**src/rtl/fifo_packer_if.sv**
```systemverilog
// Handshake bundle for the packer: a narrow beat stream in, a packed wide
// word stream out (the out side feeds a FIFO write port directly).
interface fifo_packer_if #(
  parameter int IN_WIDTH = 3,
  parameter int RATIO    = 4
);
  localparam int OUT_WIDTH = IN_WIDTH * RATIO;
  localparam int CNT_W     = $clog2(RATIO) + 1;

  // Narrow input beat stream
  logic                 in_valid;
  logic                 in_ready;
  logic [IN_WIDTH-1:0]  in_data;
  logic                 in_last;

  // Packed output word stream
  logic                 out_valid;
  logic                 out_ready;
  logic [OUT_WIDTH-1:0] out_data;
  logic [CNT_W-1:0]     out_count;

  // Environment side: produces beats, consumes words.
  modport master (
    output in_valid, in_data, in_last, out_ready,
    input  in_ready, out_valid, out_data, out_count
  );

  // Packer side.
  modport slave (
    input  in_valid, in_data, in_last, out_ready,
    output in_ready, out_valid, out_data, out_count
  );
endinterface

```
**src/rtl/fifo_packer.sv**
```systemverilog
// Width adapter: gathers RATIO narrow beats into one wide word and presents it
// on a valid/ready port. A beat flagged last closes a partially filled word;
// lanes that were never written read as zero.
module fifo_packer #(
  parameter int IN_WIDTH  = 3,
  parameter int RATIO     = 4,
  parameter int LSB_FIRST = 1
) (
  input  logic          i_clock,
  input  logic          i_nreset,
  fifo_packer_if.slave  bus
);

  localparam int IDX_W = $clog2(RATIO);
  localparam int CNT_W = $clog2(RATIO) + 1;

  typedef logic [RATIO-1:0][IN_WIDTH-1:0] word_t;

  typedef enum logic {
    FILL = 1'b0,  // accumulating beats, no word presented
    HOLD = 1'b1   // packed word presented downstream
  } state_t;

  state_t           state_q,  state_d;
  logic [IDX_W-1:0] idx_q,    idx_d;
  word_t            acc_q,    acc_d;
  word_t            data_q,   data_d;
  logic [CNT_W-1:0] count_q,  count_d;

  // Scratch values built in the next-state process
  logic [IDX_W-1:0] lane;
  logic [IDX_W-1:0] first_lane;
  word_t            merged;
  word_t            fresh;
  logic             closes;

  logic in_fire;
  logic out_fire;

  // Handshake: the input is open whenever the output slot is empty or is
  // being drained this cycle, so a full word never blocks the stream.
  assign bus.out_valid = (state_q == HOLD);
  assign bus.in_ready  = ~bus.out_valid | bus.out_ready;
  assign bus.out_data  = data_q;
  assign bus.out_count = count_q;

  assign in_fire  = bus.in_valid  & bus.in_ready;
  assign out_fire = bus.out_valid & bus.out_ready;

  // Next-state, lane placement and word formation.
  always_comb begin
    // NOTE: every variable gets a default before any branch; a path that left
    // one unassigned would make synthesis infer a latch to remember it.
    state_d = state_q;
    idx_d   = idx_q;
    acc_d   = acc_q;
    data_d  = data_q;
    count_d = count_q;

    if (LSB_FIRST != 0) begin
      lane       = idx_q;
      first_lane = '0;
    end else begin
      lane       = IDX_W'(RATIO - 1) - idx_q;
      first_lane = IDX_W'(RATIO - 1);
    end

    // Current accumulator with the incoming beat dropped into its lane.
    merged       = acc_q;
    merged[lane] = bus.in_data;

    // A zeroed accumulator holding only the incoming beat as its first lane.
    fresh             = '0;
    fresh[first_lane] = bus.in_data;

    closes = (idx_q == IDX_W'(RATIO - 1)) | bus.in_last;

    unique case (state_q)
      FILL: begin
        if (in_fire) begin
          if (closes) begin
            // Word complete (or flushed by last): move it out, restart.
            state_d = HOLD;
            data_d  = merged;
            count_d = CNT_W'(idx_q) + CNT_W'(1);
            idx_d   = '0;
            acc_d   = '0;
          end else begin
            acc_d = merged;
            idx_d = idx_q + IDX_W'(1);
          end
        end
      end

      HOLD: begin
        // While the word waits, in_ready is low, so in_fire implies out_fire.
        if (out_fire) begin
          if (in_fire && bus.in_last) begin
            // Single-beat word replaces the departing one back-to-back.
            state_d = HOLD;
            data_d  = fresh;
            count_d = CNT_W'(1);
            idx_d   = '0;
            acc_d   = '0;
          end else if (in_fire) begin
            state_d = FILL;
            data_d  = '0;
            count_d = '0;
            idx_d   = IDX_W'(1);
            acc_d   = fresh;
          end else begin
            state_d = FILL;
            data_d  = '0;
            count_d = '0;
          end
        end
      end

      default: state_d = FILL;
    endcase
  end

  // State, lane index, accumulator and output word registers.
  always_ff @(posedge i_clock or negedge i_nreset) begin
    if (!i_nreset) begin
      state_q <= FILL;
      idx_q   <= '0;
      // NOTE: the accumulator and output word are datapath, but they are reset
      // anyway: unfilled lanes of a partial word must read as zero, and data
      // held when reset hits must not leak into the next word.
      acc_q   <= '0;
      data_q  <= '0;
      count_q <= '0;
    end else begin
      // NOTE: non-blocking assignments so every register samples the values
      // from before this edge, independent of statement order.
      state_q <= state_d;
      idx_q   <= idx_d;
      acc_q   <= acc_d;
      data_q  <= data_d;
      count_q <= count_d;
    end
  end

endmodule

```
**src/flat_wrapper.sv**
```systemverilog
// flat-port wrapper written by rule: the top's interface ports become plain ports
module fifo_packer_flat 
#(
  parameter int IN_WIDTH  = 3,
  parameter int RATIO     = 4,
  parameter int LSB_FIRST = 1
)
  (i_clock, i_nreset, bus_in_valid, bus_in_data, bus_in_last, bus_out_ready, bus_in_ready, bus_out_valid, bus_out_data, bus_out_count);
  fifo_packer_if #(.IN_WIDTH(IN_WIDTH), .RATIO(RATIO)) bus_i ();
  input  logic i_clock;
  input  logic i_nreset;
  input wire logic [$bits(bus_i.in_valid)-1:0] bus_in_valid;
  input wire logic [$bits(bus_i.in_data)-1:0] bus_in_data;
  input wire logic [$bits(bus_i.in_last)-1:0] bus_in_last;
  input wire logic [$bits(bus_i.out_ready)-1:0] bus_out_ready;
  output wire logic [$bits(bus_i.in_ready)-1:0] bus_in_ready;
  output wire logic [$bits(bus_i.out_valid)-1:0] bus_out_valid;
  output wire logic [$bits(bus_i.out_data)-1:0] bus_out_data;
  output wire logic [$bits(bus_i.out_count)-1:0] bus_out_count;
  assign bus_i.in_valid = bus_in_valid;
  assign bus_i.in_data = bus_in_data;
  assign bus_i.in_last = bus_in_last;
  assign bus_i.out_ready = bus_out_ready;
  assign bus_in_ready = bus_i.in_ready;
  assign bus_out_valid = bus_i.out_valid;
  assign bus_out_data = bus_i.out_data;
  assign bus_out_count = bus_i.out_count;
  fifo_packer #(.IN_WIDTH(IN_WIDTH), .RATIO(RATIO), .LSB_FIRST(LSB_FIRST)) u_core (.i_clock(i_clock), .i_nreset(i_nreset), .bus(bus_i));
endmodule
```
**config.mk**
```make
export PLATFORM = sky130hd
export DESIGN_NAME = fifo_packer_flat
export DESIGN_NICKNAME = d
export VERILOG_FILES = /design/src/rtl/fifo_packer_if.sv /design/src/rtl/fifo_packer.sv /design/src/flat_wrapper.sv
export SDC_FILE = /design/constraint.sdc
export NUM_CORES = 1
export LEC_CHECK = 0
export ABC_AREA = 1
export BUFFER_PORTS_ARGS = -buffer_cell sky130_fd_sc_hd__buf_2
export CORE_MARGIN = 2
export CORE_UTILIZATION = 49
export DETAILED_ROUTE_END_ITERATION = 16
export PLACE_DENSITY = 0.79
export SLEW_MARGIN = 20
export SYNTH_ARGS = -nofsm -noshare
export SYNTH_HDL_FRONTEND = slang
export SYNTH_SLANG_ARGS = --single-unit
```
**constraint.sdc**
```tcl
create_clock -name i_clock -period 1.6 [get_ports i_clock]
set_clock_uncertainty 0.2 [all_clocks]
set_input_delay 0.16 -clock i_clock [delete_from_list [all_inputs] [get_ports i_clock]]
set_output_delay 0.16 -clock i_clock [all_outputs]
set_load 0.01 [all_outputs]
```
Word level (Yosys, flattened, before mapping)
Cells that the tools add are included.
{"block": "op_classes", "add_sub_neg": 2, "muxes": 30, "div": 0, "bitwise_logic": 5, "reduce_logical": 4, "n_eq_ne": 5, "shift": 0, "n_lt_le_gt_ge": 2, "mul": 0}
{"operator": "two-way mux 12 bit", "count": 8}
{"operator": "case mux 12 bit (2 select lines)", "count": 2}
{"operator": "two-way mux 3 bit", "count": 5}
{"operator": "bitwise mux 12 bit", "count": 1}
{"operator": "two-way mux 2 bit", "count": 5}
{"operator": "demux 3 bit (select 2 bit)", "count": 1}
{"operator": "case mux 3 bit (2 select lines)", "count": 1}
{"operator": "AND reduction 3 bit", "count": 2}
{"operator": "two-way mux 1 bit", "count": 5}
{"operator": "inequality test 2 x 1 -> 1 bit (second input constant)", "count": 2}
{"operator": "case mux 2 bit (2 select lines)", "count": 1}
{"operator": "adder 2 x 1 -> 3 bit (second input constant)", "count": 1}
{"operator": "< comparator 2 x 3 -> 1 bit (second input constant)", "count": 1}
{"operator": "inequality test 3 bit (second input constant)", "count": 1}
{"operator": "adder 2 x 1 -> 2 bit (second input constant)", "count": 1}
{"operator": "AND 1 bit", "count": 2}
{"operator": "== test 2 bit (second input constant)", "count": 1}
{"operator": "greater-or-equal comparator 2 x 1 -> 1 bit (second input constant)", "count": 1}
{"operator": "logical AND 1 bit", "count": 2}
{"operator": "inequality test 2 bit (second input constant)", "count": 1}
{"operator": "OR 1 bit", "count": 2}
{"operator": "case mux 1 bit (2 select lines)", "count": 1}
{"operator": "NOT 1 bit", "count": 1}
{"block": "totals", "n_memories": 0, "latch_bits": 0, "rom_bits": 0, "in_bits": 8, "elab_cells": 59, "ram_bits": 0, "ff_bits": 30, "out_inout_bits": 17}

Depth between registers and ports, before layout
Gate-level depths: netlist (run 1).
{"block": "logic_depth", "depth_word": 8, "depth_mapped": 9, "depth_no_buf": 8}

Worst setup path after synthesis (run 1)
OpenSTA, ideal clock, no wires.
{"block": "synth_path", "path_kind": "register to register", "startpoint": "register u_core.idx_q[0]", "endpoint": "register u_core.data_q, in the netlist u_core.bus.out_data[10]", "n_path_buf": 1, "setup_time_ns": 0.119, "period_less_slack_ns": 1.562, "t_required_ns": 1.281, "path_stages_with_launch": 10, "t_arrival_ns": 1.243, "setup_slack_ns": 0.038, "path_cell_list": "dfrtp_1 > ha_1 > inv_2 > nand2_2 > nand2_2 > nand2_4 > inv_2 > buf_6 > nand2_1 > o21ai_2"}
{"block": "synth_via", "elab_chain_len": 8, "elab_cells_between_ends": 13, "classes_between": "order compare: 2; eq/ne: 2; mux: 6; bitwise: 1; reduce/logical: 2"}
{"item": "start: declaration", "line_no": "fifo_packer.sv:25", "text": "logic [IDX_W-1:0] idx_q, idx_d;"}
{"item": "start signal: assignment", "line_no": "fifo_packer.sv:138", "text": "idx_q <= idx_d;"}
{"item": "< comparator 2 x 3 -> 1 bit (not written as such) or greater-or-equal comparator 2 x 1 -> 1 bit (tied branches)", "line_no": "fifo_packer.sv:70", "text": "merged[lane] = bus.in_data;"}
{"item": "logical AND 1 bit (not written as such)", "line_no": "fifo_packer.sv:70"}
{"item": "two-way mux 3 bit (not written as such)", "line_no": "fifo_packer.sv:70"}
{"item": "demux 3 bit (select 2 bit)"}
{"item": "bitwise mux 12 bit", "line_no": "fifo_packer.sv:70"}
{"item": "two-way mux 12 bit", "line_no": "fifo_packer.sv:81", "text": "if (closes) begin"}
{"item": "two-way mux 12 bit", "line_no": "fifo_packer.sv:80", "text": "if (in_fire) begin"}
{"item": "case mux 12 bit (2 select lines)", "line_no": "fifo_packer.sv:78", "text": "unique case (state_q)"}
{"item": "end signal: assignment", "line_no": "fifo_packer.sv:140", "text": "data_q <= data_d;"}
{"item": "end: declaration", "line_no": "fifo_packer.sv:27", "text": "word_t data_q, data_d;"}
Several ways; a longest one is shown, not always the timed one. The select of a mux whose other input is x is not followed.
A chain may end at the register's enable or synchronous reset.

Worst setup path in the final report (run 1)
{"block": "layout_path", "startpoint": "register u_core.idx_q[1]", "endpoint": "register u_core.data_q, in the netlist u_core.bus.out_data[3]"}
Same word-level chain as after synthesis.

==> reports/metrics.csv, run 1 <==
stage,metric,value,unit
logic_synthesis,fraction of registers with async set/reset,1.000,
worst_setup_path,Setup Crit Path Kind,register to register,
global_route,wire length of the first global-routing pass,5506,µm
clocking,CTS Root Cell,clkbuf_4,
detailed_routing,1st-pass router iterations,4,
clocking,Sink Count,30,
finish,layout cells sized above 1,0.3583,
logic_synthesis,Syn Std Cell Area,1515,µm²
floorplan,full die area,3553,µm²
clocking,CTS tree,built,
finish,Antenna Cells,0,
global_route,vias in the first global route,1236,
logic_synthesis,Cell variety after synth,17,
outcome,status,"complete, no violations",
sta,min Tclk post-route,1.592,ns
floorplan,Core Box Area,3003,µm²
job,Max Cap Violations,0,
global_route,antenna violations before repair,0,
hold_path,worst hold-check path type,input port to async pin,
detailed_routing,DRC viols,0,
logic_synthesis,Synth Instances,190,
placed_design,post-place setup slack,0.007330,ns
worst_setup_path,CP Capture Type,register,
logic_synthesis,Post-synth EDFFs,0,
clocking,later-pin clock latency in the skew report,0.34,ns
logic_synthesis,post-synth top area share,0.4955,
logic_synthesis,Ys Warns,0,
power_and_ir_drop,Net Sw Frac,0.3984,
clocking,Clock H-tree levels,2,
detailed_routing,DR vias/cell,5.220,
power_and_ir_drop,Leak,0.001066,µW
placed_design,Port Buf Inserts,24,
power_and_ir_drop,Comb power frac,0.471,
logic_synthesis,Post-synth top cells,"nand2_1, dfrtp_1, nor2_1, inv_1, nand3_1",
logic_synthesis,Mapped Avg Cell Area,7.975,µm²
power_and_ir_drop,pwr/cell area,1491,nW/µm²
clocking,Clock transition at path regs,0.09,ns
global_route,largest net degree at the start of global routing,31,
logic_synthesis,Area contributors post-synth,"dfrtp_1, nand2_1, nor2_1, inv_1, o21ai_2",
sta,unrepaired setup endpoints after global routing,yes,
sta,Setup WS post-layout,0.008390,ns
detailed_routing,DRT iter0 DRCs,48,
detailed_routing,wire per inst,13.66,µm
worst_setup_path,Critical Path Source Type,register,
placed_design,Final HPWL DP,2273,µm
sta,Tcrit/Tclk final,0.9948,
detailed_routing,final WL,3730,µm
sta,max-slew violations,0,
sta,Fin. Hold Viols,0,
logic_synthesis,sequential cell area fraction in the yosys report,0.4955,
clocking,Num CTS Buffers,5,
logic_synthesis,Most used DFF post-synth,dfrtp_1,
worst_setup_path,CP arrival,1.67,ns
worst_setup_path,Reg2Reg Setup Slack,0.008,ns
clocking,clk buf depth,2,
floorplan,floorplan row count,20,
logic_synthesis,largest area contributor in the netlist,dfrtp_1,
placed_design,Final Wtd Congestion,0.8297,
logic_synthesis,most frequent cell after synthesis,nand2_1,
finish,"Core Util, Final",0.6763,
worst_setup_path,Crit Path Max Fanout,5,
power_and_ir_drop,register share of total power,0.372,
sta,Worst Tran Pin Value,0.6565,ns
sta,relative slew slack,0.5624,
sta,Setup Viol. Count Final,0,
detailed_routing,Routed Antenna Nets,0,
finish,non-filler cells in the finished layout,273,
global_route,overall routing resource usage,0.2137,
sta,TNS Setup,0,ns
power_and_ir_drop,Psw,1206,µW
detailed_routing,Via Count,1425,
worst_setup_path,CP required,1.68,ns
sta,Max Clk Rate,628.3,MHz
finish,area grow syn2layout,34.02,%
finish,Nets,251,
logic_synthesis,flop and latch count out of synthesis,30,
global_route,total gr overflow,0,
floorplan,IO Pins,25,
power_and_ir_drop,clock network power share,0.157,
floorplan,Initial Util,0.5046,
floorplan,Die Y-Extent,59.61,µm
floorplan,die width,59.61,µm
logic_synthesis,syn_nets,202,
placed_design,Inst Count DP,251,
power_and_ir_drop,Power Internal,1822,µW
power_and_ir_drop,peak supply drop,0.7906,mV
==> flip-flops by register name, indices dropped and copies added, names as in the netlist <==
name and flops:
u_core.idx_q 2, u_core.bus.out_count 3, u_core.bus.out_valid 1, u_core.bus.out_data 12
u_core.acc_q 12
==> kinds of logic after synthesis <==
group | synth area share
AND/OR/NAND/NOR | 0.2948
adder cells (fa/ha/maj) | 0.03303
AO/OA/AOI/OAI | 0.09331
buffers and inverters | 0.08340
flip-flops | 0.4955
==> final timing paths <==
path	cells past startpoint	to	start
hold / removal	2	u_core.bus.out_data[3]$_DFFE_PN0P_	i_nreset
max in group asynchronous	2	u_core.bus.out_valid$_DFF_PN0_	i_nreset
setup / recovery	9	u_core.bus.out_data[3]$_DFFE_PN0P_	u_core.idx_q[1]$_DFFE_PN0P_
min in group i_clock	2	u_core.bus.out_data[9]$_DFFE_PN0P_	u_core.bus.out_data[9]$_DFFE_PN0P_
hold reg to reg	2	u_core.bus.out_data[9]$_DFFE_PN0P_	u_core.bus.out_data[9]$_DFFE_PN0P_
setup reg to reg	9	u_core.bus.out_data[3]$_DFFE_PN0P_	u_core.idx_q[1]$_DFFE_PN0P_
==> worst max-delay path: stages (launching register included) <==
cell	delay, ns
dfrtp_1	0.44
ha_2	0.21
inv_2	0.09
nand2_4	0.08
nand2_4	0.08
nand2_4	0.07
inv_4	0.10
clkbuf_16	0.15
nand2_1	0.05
o21ai_2	0.05
==> cell type report <==
type                       count  area [µm²]
clock inverter                 1       5.005
clock buffer                   7       55.05
timing repair buffer          46       345.3
inverter                      25       103.9
sequential                    30       752.0
multi-input combinational    131       728.2
tap                           33       41.29
fill                         240       972.2
==> layer usage <==
layer | vias up | GRT usage | wire (µm)
li1 | 697 | - | -
met2 | 57 | 0.3359 | 1885
met1 | 665 | 0.2698 | 1523
met3 | 6 | 0.07642 | 270
met5 | - | 0 | 0
met4 | 0 | 0.08254 | 51
==> power groups by stage <==
stage	combinational [µW]	sequential, µW	clock, µW
global route	1580	1160	525
finish	1430	1130	477
floorplan	684	1190	0
CTS	1160	1110	492
global placement	1120	1120	0
detailed placement	1130	1130	0
==> what timing repair did <==
item / 4_1_cts / 5_1_grt
pin swaps: 0 / 14
buffers inserted: 0 / 4
resized for setup: 1 / 30
hold endpoints to repair: 36 / 0
gates cloned: 0 / 3
hold buffers: 7 / 0
endpoints found under the setup margin: 6 / 26
==> metrics by stage <==
step | hold slack (ns) | power [µW] | cell area, µm²
global route | 0.2363 | 3256 | 2031
CTS | 0.1902 | 2763 | 1849
global placement | 0.03135 | 2236 | 1717
detailed placement | 0.02406 | 2262 | 1717
floorplan | -0.3356 | 1878 | 1515
finish | 0.1758 | 3028 | 2031
==> layout by cell type (no fill, tap or decap), drive strengths merged <==
master       count
a31oi            1
buf             38
clkbuf           8
clkinv           1
clkinvlp         2
dfrtp           30
dlygate4sd3      7
ha               4
inv             23
nand2           65
nand3           12
nand4            4
nor2            26
o21ai           11
o22ai            8
(Power assumes the default switching activity.)
==> run 2, diff against run 1 <==
--- a/config.mk
+++ b/config.mk
@@ -7,10 +7,10 @@
 export LEC_CHECK = 0
 export ABC_AREA = 1
 export BUFFER_PORTS_ARGS = -buffer_cell sky130_fd_sc_hd__buf_2
-export CORE_MARGIN = 2
+export CORE_MARGIN = 4
 export CORE_UTILIZATION = 49
 export DETAILED_ROUTE_END_ITERATION = 16
-export PLACE_DENSITY = 0.79
+export PLACE_DENSITY = 0.85
 export SLEW_MARGIN = 20
 export SYNTH_ARGS = -nofsm -noshare
 export SYNTH_HDL_FRONTEND = slang
==> run 2 against run 1 <==
Net effect:
- flip-flop and latch count is the same
- utilization grew 0.97 points
- sequential power is essentially flat
- global-route usage shrank 1.8 points
- cell count shrank 2.2%
- critical path depth shrank 3
- maximum frequency grew 0.20%
==> reports/metrics.csv, run 2 (synthesis gave the netlist of run 1 again) <==
stage,metric,value,unit,change
worst_setup_path,Bufs and invs on worst path,2,,was 3
clocking,Num CTS Buffers,5,,unchanged
finish,"commonest non-fill, non-tap cells in the layout","nand2_1, dfrtp_1, buf_2",,unchanged
worst_setup_path,"slowest stage cell, crit path",dfrtp_1,,unchanged
finish,"commonest non-fill, non-tap cell in the layout",nand2_1,,unchanged
floorplan,Core Box Area,2853,µm²,was 3003 µm²
worst_setup_path,critical path cell sequence,inv_1 > ha_1 > inv_1 > nand2_1 > nand3_1 > o22ai_1,,was ha_2 > inv_2 > nand2_4 > nand2_4 > nand2_4 > inv_4 > clkbuf_16 > nand2_1 > o21ai_2
clocking,CTS tree,built,,unchanged
placed_design,Final Wtd Congestion,0.8719,,was 0.8297
sta,TNS Setup,0,ns,unchanged
global_route,vias in the first global route,1366,,was 1236
sta,Fin. Hold Viols,0,,unchanged
finish,Antenna Cells,0,,unchanged
clocking,CTS Root Cell,clkbuf_4,,unchanged
worst_setup_path,Worst path top cell family by delay,flip-flops,,unchanged
power_and_ir_drop,Leak,0.001048,µW,was 0.001066 µW
placed_design,area post-placement,1707,µm²,was 1717 µm²
job,Max Cap Violations,0,,unchanged
hold_path,worst hold-check path type,input port to async pin,,unchanged
clocking,Clock transition at path regs,0.10,ns,was 0.09 ns
floorplan,floorplan row count,19,,was 20
clocking,Sink Count,30,,unchanged
floorplan,Die Y-Extent,63.61,µm,was 59.61 µm
global_route,wire length of the first global-routing pass,6141,µm,was 5506 µm
detailed_routing,Via Count,1399,,was 1425
global_route,total gr overflow,0,,unchanged
detailed_routing,wire per inst,14.29,µm,was 13.66 µm
floorplan,die width,63.61,µm,was 59.61 µm
placed_design,post-place setup slack,0.03944,ns,was 0.007330 ns
sta,unrepaired setup endpoints after global routing,yes,,unchanged
placed_design,Final HPWL DP,2392,µm,was 2273 µm
power_and_ir_drop,peak supply drop,0.9583,mV,was 0.7906 mV
finish,fill cell count,232,,was 240
sta,max-slew violations,0,,unchanged
worst_setup_path,CP peak stage delay,0.43,ns,was 0.44 ns
sta,relative slew slack,0.5574,,was 0.5624
detailed_routing,1st-pass router iterations,4,,unchanged
global_route,antenna violations before repair,0,,unchanged
floorplan,IO Pins,25,,unchanged
finish,final instance area,1957,µm²,was 2031 µm²
global_route,largest net degree at the start of global routing,31,,unchanged
worst_setup_path,"most used cell, CP",inv_1,,was nand2_4
clocking,clk buf depth,2,,unchanged
finish,layout cells sized above 1,0.2924,,was 0.3583
detailed_routing,DRC viols,0,,unchanged
outcome,status,"complete, no violations",,unchanged
clocking,later-pin clock latency in the skew report,0.34,ns,about the same
detailed_routing,final WL,3816,µm,was 3730 µm
detailed_routing,DRT iter0 DRCs,71,,was 48
floorplan,Initial Util,0.5311,,was 0.5046
sta,min Tclk post-route,1.588,ns,was 1.592 ns
sta,Setup Viol. Count Final,0,,unchanged
finish,area grow syn2layout,29.15,%,was 34.02%
sta,Max Clk Rate,629.5,MHz,was 628.3 MHz
worst_setup_path,CP Capture Type,register,,unchanged
detailed_routing,Routed Antenna Nets,0,,unchanged
placed_design,Port Buf Inserts,24,,unchanged
sta,Setup WS post-layout,0.01154,ns,was 0.008390 ns
sta,Worst Tran Pin Value,0.6640,ns,was 0.6565 ns
sta,Tcrit/Tclk final,0.9928,,was 0.9948
worst_setup_path,CP required,1.66,ns,was 1.68 ns
global_route,overall routing resource usage,0.1954,,was 0.2137
worst_setup_path,CP arrival,1.65,ns,was 1.67 ns
worst_setup_path,Critical Path Source Type,register,,unchanged
worst_setup_path,Crit Path Max Fanout,4,,was 5
floorplan,full die area,4046,µm²,was 3553 µm²
finish,Nets,248,,was 251
clocking,Clock H-tree levels,2,,unchanged
detailed_routing,DR vias/cell,5.240,,was 5.220
worst_setup_path,Setup Crit Path Kind,register to register,,unchanged
power_and_ir_drop,pwr/cell area,1560,nW/µm²,was 1491 nW/µm²
[run 2: changes by cell type in the layout (fill, tap and decap cells not counted), moves of 2 or more]
cell | previous run | this run
buf_6 | 4 | 2
inv_1 | 16 | 18
nand2_1 | 56 | 60
nand2_4 | 4 | 1
nand3_1 | 8 | 12
nand3_2 | 4 | 0
nor2_1 | 21 | 23
[run 2: routing by layer]
| metal | up-vias | share of wire | GRT usage |
|---|---|---|---|
| li1 | 689 | - | - |
| met1 | 656 | 0.42 | 0.2424 |
| met2 | 46 | 0.50 | 0.3194 |
| met3 | 8 | 0.052 | 0.06039 |
| met4 | 0 | 0.019 | 0.07008 |
| met5 | - | 0 | 0 |
[run 2: path summary, 6_finish.rpt]
| check | startpoint | to | slack, ns | depth (start not counted) |
|---|---|---|---|---|
| min in group i_clock | u_core.bus.out_count[2]$_DFFE_PN0P_ | u_core.bus.out_count[2]$_DFFE_PN0P_ | 0.28 | 2 |
| hold reg to reg | u_core.bus.out_count[2]$_DFFE_PN0P_ | u_core.bus.out_count[2]$_DFFE_PN0P_ | 0.28 | 2 |
| max in group asynchronous | i_nreset | u_core.bus.out_valid$_DFF_PN0_ | 0.58 | 2 |
| hold / removal | i_nreset | u_core.bus.out_data[3]$_DFFE_PN0P_ | 0.17 | 2 |
| setup / recovery | u_core.idx_q[1]$_DFFE_PN0P_ | u_core.acc_q[5]$_DFFE_PN0P_ | 0.01 | 6 |
| setup reg to reg | u_core.idx_q[1]$_DFFE_PN0P_ | u_core.acc_q[5]$_DFFE_PN0P_ | 0.01 | 6 |
[run 2: what timing repair did]
item                       4_1_cts  5_1_grt
setup buffers                    0        3
hold endpoints to repair        36        0
setup endpoints to repair        0       21
gates resized for setup          0       11
hold buffers                     7        0
[run 2: worst reg2reg max path, cell delays in order (launching register included)]
cell     delay, ns
dfrtp_1       0.43
inv_1         0.16
ha_1          0.25
inv_1         0.09
nand2_1       0.07
nand3_1       0.13
o22ai_1       0.20
[run 2: layout make-up]
cell class              count  area [µm²]  area share
clock buffers               6       51.30     0.02621
well taps                  31       38.79     0.01982
multi-input cells         131       670.6      0.3427
repair buffers             43       315.3      0.1611
clock inverters             1       30.03     0.01535
inverters                  25       100.1     0.05115
flip-flops and latches     30       750.7      0.3836
[run 2: report_power, final]
group	leakage [µW]	total [µW]	switching (µW)	internal, µW
Combinational	0.000608	1300	749	546
Sequential	0.000396	1130	136	990
Clock	0.0000443	631	268	364
Total	0.00105	3050	1150	1900
[run 2: stage by stage]
step	cells	hold WS (ns)	total power, µW	util
global route	267	0.2198	3278	0.6860
detailed placement	248	0.02305	2257	0.5982
floorplan	190	-0.3356	1878	-
CTS	262	0.1881	2906	0.6513
finish	267	0.1697	3052	0.6860
global placement	248	0.02278	2235	0.5982
